==> src/rtl/mips_pkg.sv <==
// mips_pkg: shared types and sizes for the boot-load sequencer.
//   load_state_t : sequencer states
//   MEM_DEPTH    : words per memory (data and instruction)
//   WORD_W       : word width
//   MEM_AW       : memory address width, clog2(MEM_DEPTH)
package mips_pkg;

  localparam int MEM_DEPTH = 512;
  localparam int WORD_W    = 32;
  localparam int MEM_AW    = 9;

  typedef enum logic [2:0] {
    IDLE,
    LOAD_D,
    LOAD_I,
    DRAIN,
    CPURST,
    RUN
  } load_state_t;

endpackage

==> src/rtl/load_ctrl_if.sv <==
// load_ctrl_if: serial load port plus memory write bus and CPU control lines.
//   Jen/Jin        : load enable and load word (into the sequencer)
//   Jout           : Jin delayed one clock (daisy chain)
//   dmem_we/imem_we: write strobes, mem_addr/mem_wdata shared by both memories
//   cpu_hold/cpu_rst, load_done/load_err, csum : status and CPU control
// master = the sequencer, slave = the surrounding system.
interface load_ctrl_if #(
  parameter int AW = mips_pkg::MEM_AW,
  parameter int DW = mips_pkg::WORD_W
) ();

  logic          Jen;
  logic [DW-1:0] Jin;
  logic [DW-1:0] Jout;
  logic          dmem_we;
  logic          imem_we;
  logic [AW-1:0] mem_addr;
  logic [DW-1:0] mem_wdata;
  logic          cpu_hold;
  logic          cpu_rst;
  logic          load_done;
  logic          load_err;
  logic [DW-1:0] csum;

  modport master (
    input  Jen, Jin,
    output Jout, dmem_we, imem_we, mem_addr, mem_wdata,
           cpu_hold, cpu_rst, load_done, load_err, csum
  );

  modport slave (
    output Jen, Jin,
    input  Jout, dmem_we, imem_we, mem_addr, mem_wdata,
           cpu_hold, cpu_rst, load_done, load_err, csum
  );

endinterface

==> src/rtl/load_addr_cnt.sv <==
// load_addr_cnt: loadable down-counter with terminal-count flag.
//   clk, rst (async, active-low) : clock and reset (count resets to INIT)
//   load, load_val               : synchronous load (has priority over dec)
//   dec                          : decrement by one
//   count, tc                    : current value, tc=1 when count==0
module load_addr_cnt #(
  parameter int AW = mips_pkg::MEM_AW,
  parameter logic [AW-1:0] INIT = '1
) (
  input  logic          clk,
  input  logic          rst,
  input  logic          load,
  input  logic          dec,
  input  logic [AW-1:0] load_val,
  output logic [AW-1:0] count,
  output logic          tc
);

  logic [AW-1:0] count_reg;

  always_ff @(posedge clk or negedge rst) begin
    if (!rst) begin
      count_reg <= INIT;
    end else if (load) begin
      count_reg <= load_val;
    end else if (dec) begin
      count_reg <= count_reg - 1'b1;
    end
  end

  assign count = count_reg;
  assign tc    = (count_reg == '0);

endmodule

==> src/rtl/load_ctrl.sv <==
// load_ctrl: boot-load sequencer. Streams DEPTH data words then DEPTH
// instruction words (highest address first) into the memories, holds the
// CPU while loading, then pulses cpu_rst for RST_CYCLES clocks and releases.
//   clk, rst (async, active-low)
//   bus (load_ctrl_if.master): Jen/Jin in; Jout, strobes, address/data,
//        cpu_hold, cpu_rst, load_done, load_err, csum out.
// Optional feature macro LOAD_CTRL_CSUM_EN: csum = wrapping sum of the
// captured load words (frozen after the load); otherwise csum is tied to 0.
module load_ctrl
  import mips_pkg::*;
#(
  parameter int DEPTH      = MEM_DEPTH,
  parameter int AW         = MEM_AW,
  parameter int DW         = WORD_W,
  parameter int RST_CYCLES = 2
) (
  input logic         clk,
  input logic         rst,
  load_ctrl_if.master bus
);

  localparam logic [AW-1:0] TOP_ADDR = AW'(DEPTH - 1);
  localparam int RCW = (RST_CYCLES > 1) ? $clog2(RST_CYCLES) : 1;
  localparam logic [RCW-1:0] RC_LAST = RCW'(RST_CYCLES - 1);

  load_state_t   state_reg, state_next;
  logic          dwe_reg, dwe_next;
  logic          iwe_reg, iwe_next;
  logic [AW-1:0] addr_reg, addr_next;
  logic [DW-1:0] wdata_reg, wdata_next;
  logic          done_reg, done_next;
  logic          err_reg, err_next;
  logic [RCW-1:0] rc_reg, rc_next;
  logic [DW-1:0] jout_reg;

  logic          capture;
  logic [AW-1:0] cnt;
  logic          cnt_tc;

  // A word is taken on every Jen=1 clock except while draining an overrun.
  assign capture = bus.Jen && (state_reg != DRAIN);

  // The counter always holds the address for the next captured word: it sits
  // at TOP_ADDR whenever nothing is captured, and wraps back to TOP_ADDR when
  // address 0 is taken so the instruction pass starts at the top again.
  load_addr_cnt #(.AW(AW), .INIT(TOP_ADDR)) u_cnt (
    .clk      (clk),
    .rst      (rst),
    .load     (!capture || cnt_tc),
    .dec      (capture && !cnt_tc),
    .load_val (TOP_ADDR),
    .count    (cnt),
    .tc       (cnt_tc)
  );

  always_ff @(posedge clk or negedge rst) begin
    if (!rst) begin
      state_reg <= IDLE;
      dwe_reg   <= 1'b0;
      iwe_reg   <= 1'b0;
      addr_reg  <= '0;
      wdata_reg <= '0;
      done_reg  <= 1'b0;
      err_reg   <= 1'b0;
      rc_reg    <= '0;
      jout_reg  <= '0;
    end else begin
      state_reg <= state_next;
      dwe_reg   <= dwe_next;
      iwe_reg   <= iwe_next;
      addr_reg  <= addr_next;
      wdata_reg <= wdata_next;
      done_reg  <= done_next;
      err_reg   <= err_next;
      rc_reg    <= rc_next;
      jout_reg  <= bus.Jin;
    end
  end

  always_comb begin
    state_next = state_reg;
    dwe_next   = 1'b0;
    iwe_next   = 1'b0;
    addr_next  = addr_reg;
    wdata_next = wdata_reg;
    done_next  = done_reg;
    err_next   = err_reg;
    rc_next    = rc_reg;

    if (capture) begin
      addr_next  = cnt;
      wdata_next = bus.Jin;
    end

    case (state_reg)
      IDLE, CPURST, RUN: begin
        if (bus.Jen) begin
          // New load: first word lands in data memory on this same edge.
          state_next = LOAD_D;
          dwe_next   = 1'b1;
          done_next  = 1'b0;
          err_next   = 1'b0;
        end else if (state_reg == CPURST) begin
          if (rc_reg == RC_LAST) begin
            state_next = RUN;
          end else begin
            rc_next = rc_reg + 1'b1;
          end
        end
      end
      LOAD_D: begin
        if (bus.Jen) begin
          dwe_next = 1'b1;
          if (cnt_tc) state_next = LOAD_I;
        end else begin
          state_next = IDLE;
          err_next   = 1'b1;
        end
      end
      LOAD_I: begin
        if (bus.Jen) begin
          iwe_next = 1'b1;
          if (cnt_tc) begin
            state_next = DRAIN;
            done_next  = 1'b1;
          end
        end else begin
          state_next = IDLE;
          err_next   = 1'b1;
        end
      end
      DRAIN: begin
        if (!bus.Jen) begin
          state_next = CPURST;
          rc_next    = '0;
        end
      end
      default: state_next = IDLE;
    endcase
  end

`ifdef LOAD_CTRL_CSUM_EN
  logic [DW-1:0] csum_reg, csum_next;
  logic          start;

  assign start = capture && (state_reg != LOAD_D) && (state_reg != LOAD_I);

  // Restart seeds the sum with the first word; DRAIN never captures, so the
  // sum stays frozen once the load has completed.
  always_comb begin
    csum_next = csum_reg;
    if (capture) csum_next = (start ? '0 : csum_reg) + bus.Jin;
  end

  always_ff @(posedge clk or negedge rst) begin
    if (!rst) csum_reg <= '0;
    else      csum_reg <= csum_next;
  end

  assign bus.csum = csum_reg;
`else
  assign bus.csum = '0;
`endif

  assign bus.Jout      = jout_reg;
  assign bus.dmem_we   = dwe_reg;
  assign bus.imem_we   = iwe_reg;
  assign bus.mem_addr  = addr_reg;
  assign bus.mem_wdata = wdata_reg;
  assign bus.load_done = done_reg;
  assign bus.load_err  = err_reg;
  assign bus.cpu_hold  = (state_reg != RUN);
  assign bus.cpu_rst   = (state_reg == CPURST);

endmodule
==> src/flat_wrapper.sv <==
// flat-port wrapper written by rule: the top's interface ports become plain ports
module load_ctrl_flat import mips_pkg::*;
#(
  parameter int DEPTH      = MEM_DEPTH,
  parameter int AW         = MEM_AW,
  parameter int DW         = WORD_W,
  parameter int RST_CYCLES = 2
)
  (clk, rst, bus_Jen, bus_Jin, bus_Jout, bus_dmem_we, bus_imem_we, bus_mem_addr, bus_mem_wdata, bus_cpu_hold, bus_cpu_rst, bus_load_done, bus_load_err, bus_csum);
  load_ctrl_if #(.AW(AW), .DW(DW)) bus_i ();
  input logic clk;
  input logic rst;
  input wire logic [$bits(bus_i.Jen)-1:0] bus_Jen;
  input wire logic [$bits(bus_i.Jin)-1:0] bus_Jin;
  output wire logic [$bits(bus_i.Jout)-1:0] bus_Jout;
  output wire logic [$bits(bus_i.dmem_we)-1:0] bus_dmem_we;
  output wire logic [$bits(bus_i.imem_we)-1:0] bus_imem_we;
  output wire logic [$bits(bus_i.mem_addr)-1:0] bus_mem_addr;
  output wire logic [$bits(bus_i.mem_wdata)-1:0] bus_mem_wdata;
  output wire logic [$bits(bus_i.cpu_hold)-1:0] bus_cpu_hold;
  output wire logic [$bits(bus_i.cpu_rst)-1:0] bus_cpu_rst;
  output wire logic [$bits(bus_i.load_done)-1:0] bus_load_done;
  output wire logic [$bits(bus_i.load_err)-1:0] bus_load_err;
  output wire logic [$bits(bus_i.csum)-1:0] bus_csum;
  assign bus_i.Jen = bus_Jen;
  assign bus_i.Jin = bus_Jin;
  assign bus_Jout = bus_i.Jout;
  assign bus_dmem_we = bus_i.dmem_we;
  assign bus_imem_we = bus_i.imem_we;
  assign bus_mem_addr = bus_i.mem_addr;
  assign bus_mem_wdata = bus_i.mem_wdata;
  assign bus_cpu_hold = bus_i.cpu_hold;
  assign bus_cpu_rst = bus_i.cpu_rst;
  assign bus_load_done = bus_i.load_done;
  assign bus_load_err = bus_i.load_err;
  assign bus_csum = bus_i.csum;
  load_ctrl #(.DEPTH(DEPTH), .AW(AW), .DW(DW), .RST_CYCLES(RST_CYCLES)) u_core (.clk(clk), .rst(rst), .bus(bus_i));
endmodule
==> config.mk <==
export PLATFORM = sky130hd
export DESIGN_NAME = load_ctrl_flat
export DESIGN_NICKNAME = d
export VERILOG_FILES = /design/src/rtl/mips_pkg.sv /design/src/rtl/load_ctrl_if.sv /design/src/rtl/load_addr_cnt.sv /design/src/rtl/load_ctrl.sv /design/src/flat_wrapper.sv
export SDC_FILE = /design/constraint.sdc
export NUM_CORES = 1
export LEC_CHECK = 0
export CORE_ASPECT_RATIO = 0.75
export CORE_MARGIN = 8
export CORE_UTILIZATION = 45
export CTS_BUF_LIST = sky130_fd_sc_hd__clkbuf_16
export DETAILED_ROUTE_END_ITERATION = 12
export PLACE_DENSITY = 0.95
export SLEW_MARGIN = 20
export SYNTH_ARGS = -nofsm -noshare
export SYNTH_HDL_FRONTEND = slang
export SYNTH_SLANG_ARGS = --single-unit
==> constraint.sdc <==
create_clock -name clk -period 5.3 [get_ports clk]
set_input_delay 0.53 -clock clk [delete_from_list [all_inputs] [get_ports clk]]
set_output_delay 0.53 -clock clk [all_outputs]
set_load 0.05 [all_outputs]
==> run summary, run 1 <==
P_leak: 1.99 nW
Synth Register Bits: 90
Asr flop ratio synth: 1.00
Final Util: 0.651
Critical R2R Launch: u_core.state_reg[2]$_DFFE_PN0P_
Arrival time at the worst endpoint: 1.98 ns
Yosys cell types: 36
TritonCTS clock tree: built
HPWL after DPL: 5700 um
Setup WS pre-CTS: 2.79 ns
Routed wire per std cell: 17.2 um
IO buf count: 113
Max Slew Vio Count: 0
Crit-path leading delay family: buffers and inverters
DRT Pass-1 Iters: 4
Via count: 2143
Setup violators final: 0
Htree depth: 3
Clock slew at reported path FFs: 0.07 ns
Worst hold path type: in2async
Average size of a mapped cell: 14.5 um2
Worst EP required: 4.77 ns
DIE AREA: 10600 um2
Fmax: 399 MHz
Crit path from: u_core.state_reg[1]$_DFFE_PN0P_
RSZ-0062 raised after global routing: false
Core ar.: 7330 um2
Crit path max fanout: 13
Status: finished, final reports clean
Inserted Clock Buffers: 9
Die H: 91.1 um
Slowest-stage cell, CP: clkdlybuf4s50_1
Die width: 116 um
Most frequent cells after synthesis: dfrtp_1, mux2_2, buf_4, dfstp_2, o21ai_0
Worst-Skew Late Latency: 0.33 ns
Worst R2R Setup Slack: 3.22 ns
Tot Pwr: 1.77 mW
VDD IR-drop max: 0.273 mV
Synthesized area: 3390 um2
Hold Vio Cnt, Final: 0
Crit. End Element: primary output
Slew @ Worst Pin: 1.01 ns
Register area share after synthesis: 0.668
Fraction of layout cells with a size suffix above 1: 0.201
CTS Buffer Depth: 2
Critical-path cell list: nand2b_1 > nor2_1 > clkdlybuf4s50_1
P&R area growth vs syn: 40.9%
Initial antenna violation count: 0
CP startpoint kind: flop
GRT Util Overall: 0.150
Sink Count: 90
Nets: 384
Setup_tns: 0 ns
Cell Rows: 27
Maxcap violations: 0
Skew final: 0.00470 ns
Io pins: 146
Total gr overflow: 0
First-pass GRT wire length: 12300 um
Critical path class: reg2out
Slew HR: 0.321
Post-CTS setup buffers: 0
PostCTS Resize Cnt: 0
Main synth FF type: dfrtp_1
CTS Hold Bufs: 0
Part of the cycle the worst path needs: 0.473
Drt first-iter violations: 48
Starting Density: 0.462
Root Driver: clkbuf_16
Largest net degree at the start of global routing: 91
Vias/cell: 4.72
Area leader, netlist: dfrtp_1
Number of global-route vias before repair: 2310
Routed wire length: 7820 um
Pwr dens: 371 nW/um2
Synth area leaders: dfrtp_1, mux2_2, buf_4
Minimum clock period: 2.51 ns
Most common cell in the netlist: dfrtp_1
Syn Inst Count: 234
# fillers: 565
Number of flops mapped to enable cells by yosys: 0
YS warnings: 0
Routability congestion estimate: 0.840
Synth top area share: 0.598
Worst Path Buf+Inv: 1
Antenna-violating nets left: 0
DRC violations left: 0
N_diodes: 0
PnR worst setup slack: 2.79 ns
Critical path's largest stage delay: 0.81 ns
metal layers:
metal	wire length, um	up-vias	global-route usage
met5	0	-	0
li1	-	971	-
met3	999	8	0.0992
met1	2830	1073	0.158
met4	71	0	0.0355
met2	3920	91	0.245
layout make-up:
type                            count  area (um2)  share of cell area
Clock inverter                      7        73.8              0.0155
Multi-Input combinational cell    130         937               0.196
Tap cell                          101         126              0.0265
Inverter                            4        15.0             0.00315
Sequential cell                    90        2260               0.474
Clock buffer                        9         225              0.0472
Timing Repair Buffer              113        1130               0.237
logic make-up (layout without fill, tap and decap cells):
logic type	Yosys count	in the layout	synth area share
compound gates	18	18	0.0336
xor+xnor	2	2	0.00517
fa+ha+maj	1	1	0.00369
buf+inv	45	133	0.0897
flops	90	90	0.668
mux	41	41	0.136
other cells	1	32	0.00111
simple gates	36	36	0.0624
stage by stage:
step                      hold slack, ns  cell area [um2]  std cells
after CTS                          0.454             4770        454
after floorplan                    0.234             3500        265
after global routing               0.334             4770        454
after detailed placement           0.471             4470        438
after global placement             0.462             4470        438
final                              0.248             4770        454
final timing paths:
kind,cells past startpoint,end
max in group asynchronous,1,u_core.bus.Jout[5]$_DFF_PN0_
min reg2reg,1,u_core.u_cnt.count[0]$_DFF_PN1_
min,1,u_core.bus.mem_addr[4]$_DFFE_PN0N_
max reg2reg,3,u_core.bus.mem_wdata[10]$_DFFE_PN0N_
min in group clk,1,u_core.u_cnt.count[0]$_DFF_PN1_
max,3,bus_cpu_rst
cell usage in the layout (no fill, tap or decap), types with 2 or more instances in the layout:
master | synthesis | routed
clkinv_2 | 0 | 2
inv_6 | 0 | 3
nor3_1 | 2 | 2
nand3_1 | 6 | 6
nor2_1 | 4 | 4
conb_1 | 1 | 32
mux2_2 | 41 | 41
dfrtp_1 | 81 | 81
clkdlybuf4s50_1 | 0 | 112
nand4_1 | 2 | 2
a21oi_1 | 3 | 3
dfstp_2 | 9 | 9
clkbuf_16 | 0 | 9
nand3b_1 | 2 | 2
nand2b_1 | 2 | 2
nor2b_1 | 3 | 3
o31ai_1 | 2 | 2
nand2_1 | 5 | 5
or4_1 | 3 | 3
o21ai_0 | 8 | 8
inv_1 | 4 | 4
where the power goes:
part / leakage, nW / total, mW / switching (mW) / internal [mW]
clock: 0.147 / 0.636 / 0.267 / 0.369
combinational: 0.817 / 0.379 / 0.260 / 0.119
sequential: 1.02 / 0.754 / 0.0224 / 0.732
Power figures use the tool's default switching activity.
==> run 2: changes to the inputs <==
--- a/config.mk
+++ b/config.mk
@@ -7,10 +7,10 @@
 export LEC_CHECK = 0
 export CORE_ASPECT_RATIO = 0.75
 export CORE_MARGIN = 8
-export CORE_UTILIZATION = 45
+export CORE_UTILIZATION = 38
 export CTS_BUF_LIST = sky130_fd_sc_hd__clkbuf_16
 export DETAILED_ROUTE_END_ITERATION = 12
-export PLACE_DENSITY = 0.95
+export PLACE_DENSITY = 0.88
 export SLEW_MARGIN = 20
 export SYNTH_ARGS = -nofsm -noshare
 export SYNTH_HDL_FRONTEND = slang
==> constraint.sdc (replaced) <==
create_clock -name clk -period 2.3 [get_ports clk]
set_input_delay 0.23 -clock clk [delete_from_list [all_inputs] [get_ports clk]]
set_output_delay 0.23 -clock clk [all_outputs]
set_load 0.05 [all_outputs]
==> run 2 against run 1 <==
Effect of this change: via count is 0.14% lower; critical path depth unchanged; non-clock buffer count is 4 higher; critical path type unchanged; highest routed layer unchanged.
==> run summary, run 2 (synthesis results as in run 1) <==
Status: finished, final reports clean
Finished Layout Cells: 469 (+3.3%)
First-pass GRT wire length: 12600 um (+2.5%)
Drt first-iter violations: 100 (+110%)
Io pins: 146 (unchanged)
Hold path start: bus_Jin[30]
Routed wire per std cell: 15.8 um (-8.1%)
DRC violations left: 0 (unchanged)
Core ar.: 8860 um2 (+21%)
P&R area growth vs syn: 41.7%
GRT Util Overall: 0.128 (-0.0219)
Maxcap violations: 0 (unchanged)
Worst-Skew Late Latency: 0.33 ns (about the same)
Setup violators final: 0 (unchanged)
Hold EP: u_core.bus.Jout[30]$_DFF_PN0_
Largest net degree at the start of global routing: 49 (-46%)
Slowest-stage cell, CP: clkdlybuf4s50_1
Routability congestion estimate: 0.724 (-14%)
Critical path class: reg2out
Crit. End Element: primary output
Antenna-violating nets left: 0 (unchanged)
Area of the multi-input gates: 937 um2 (unchanged)
Worst Reg-to-Reg Cells: 5 (+2)
Hold path depth: 1
Critical-path cell list: nand2b_1 > nor2_1 > clkdlybuf4s50_1
Fraction of layout cells with a size suffix above 1: 0.204 (+0.00335)
DIE AREA: 12200 um2 (+15%)
Htree depth: 3 (unchanged)
Final Util: 0.542 (-0.109)
Sink Count: 90 (unchanged)
HPWL after DPL: 5570 um (-2.3%)
Inserted Clock Buffers: 9 (unchanged)
Skew final: 0.00415 ns (-0.000557 ns)
Pwr dens: 817 nW/um2 (+120%)
Reg-to-Reg End: u_core.state_reg[0]$_DFFE_PN0P_
Die width: 125 um (+7.6%)
CP startpoint kind: flop
Slew HR: 0.484 (+0.163)
Hold Vio Cnt, Final: 0 (unchanged)
Fmax: 461 MHz
Commonest cells after routing, fill and taps aside: clkdlybuf4s50_1, dfrtp_1, mux2_2, conb_1
Crit path max fanout: 13 (unchanged)
CTS Buffer Depth: 2 (unchanged)
RSZ-0062 raised after global routing: false
Root Driver: clkbuf_16
PnR worst setup slack: 0.132 ns (-2.66 ns)
Worst R2R Setup Slack: 0.38 ns (-2.84 ns)
Routed wire length: 7420 um (-5.1%)
Placed Area: 4520 um2 (+1.1%)
Commonest non-fill, non-tap cell in the layout: clkdlybuf4s50_1
Worst hold path type: in2reg
Cell Rows: 30 (+11%)
N_diodes: 0 (unchanged)
Die H: 97.8 um (+7.3%)
Worst EP required: 2.07 ns (-2.70 ns)
TritonCTS clock tree: built
Max Slew Vio Count: 0 (unchanged)
Critical path's largest stage delay: 0.81 ns (about the same)
# fillers: 760 (+35%)
VDD IR-drop max: 0.548 mV (+100%)
Arrival time at the worst endpoint: 1.94 ns (-0.04 ns)
Slew @ Worst Pin: 0.767 ns (-0.248 ns)
Total gr overflow: 0 (unchanged)
Register Area: 2260 um2 (unchanged)
Minimum clock period: 2.17 ns
Placed cell count: 452 (+3.2%)
Vias/cell: 4.56 (-3.3%)
Via count: 2140 (-0.14%)
Critical R2R Launch: u_core.u_cnt.count[0]$_DFF_PN1_
Clock slew at reported path FFs: 0.06 ns (about the same)
Nets: 388 (+1.0%)
P_leak: 1.99 nW (+0.21%)
Initial antenna violation count: 0 (unchanged)
Post-Layout Inst Area: 4800 um2 (+0.58%)
Part of the cycle the worst path needs: 0.943
Setup_tns: 0 ns (unchanged)
Number of global-route vias before repair: 2389 (+3.4%)
IO buf count: 113 (unchanged)
DRT Pass-1 Iters: 4 (unchanged)
Setup WS pre-CTS: 0.392 ns (-2.40 ns)
Starting Density: 0.382 (-0.0797)
[run 2: cell type report]
type	count	share of cell area
repair buffers	117	0.244
clock buffers	9	0.0469
inverters	4	0.00313
clock inverters	7	0.00964
flip-flops and latches	90	0.471
multi-input cells	130	0.195
well taps	112	0.0292
[run 2: layer usage]
metal	global-route usage	wire (um)	up-vias
li1	-	-	980
met1	0.144	3130	1057
met2	0.201	3460	94
met3	0.0697	740	9
met4	0.0532	84	0
met5	0	0	-
[run 2: worst max-delay path by stage]
stage	cells after the start	to	startpoint	slack, ns
after floorplan	3	u_core.u_cnt.count[7]$_DFF_PN1_	u_core.u_cnt.count[3]$_DFF_PN1_	0.58
after global placement	5	u_core.state_reg[0]$_DFFE_PN0P_	u_core.u_cnt.count[0]$_DFF_PN1_	0.48
after global routing	3	bus_cpu_rst	u_core.state_reg[1]$_DFFE_PN0P_	0.05
after detailed placement	5	u_core.state_reg[0]$_DFFE_PN0P_	u_core.u_cnt.count[0]$_DFF_PN1_	0.39
final	3	bus_cpu_rst	u_core.state_reg[1]$_DFFE_PN0P_	0.13
after CTS	3	bus_cpu_rst	u_core.state_reg[1]$_DFFE_PN0P_	0.10
[run 2: worst max-delay path: cells and delay by family, from the launching register on]
kind | cells | cell delay, ns
buffers and inverters | 1 | 0.81
DFF | 1 | 0.49
and+or+nand+nor | 2 | 0.31
[run 2: through the flow]
| step | power (mW) | hold WS [ns] |
|---|---|---|
| after floorplan | 2.36 | -0.0656 |
| after global placement | 2.63 | 0.246 |
| after detailed placement | 2.65 | 0.256 |
| after CTS | 4.00 | 0.343 |
| after global routing | 4.10 | 0.352 |
| final | 3.92 | 0.361 |
[run 2: report_power, final]
part	internal, mW	total [mW]	switching (mW)
logic	0.280	0.879	0.599
clock network	0.727	1.30	0.577
registers	1.69	1.74	0.0502
total	2.69	3.92	1.23
[run 2: timing repair]
action	4_1_cts	5_1_grt
endpoints found under the hold margin	42	0
resized for setup	0	0
hold buffers	1	0
buffers inserted	0	0
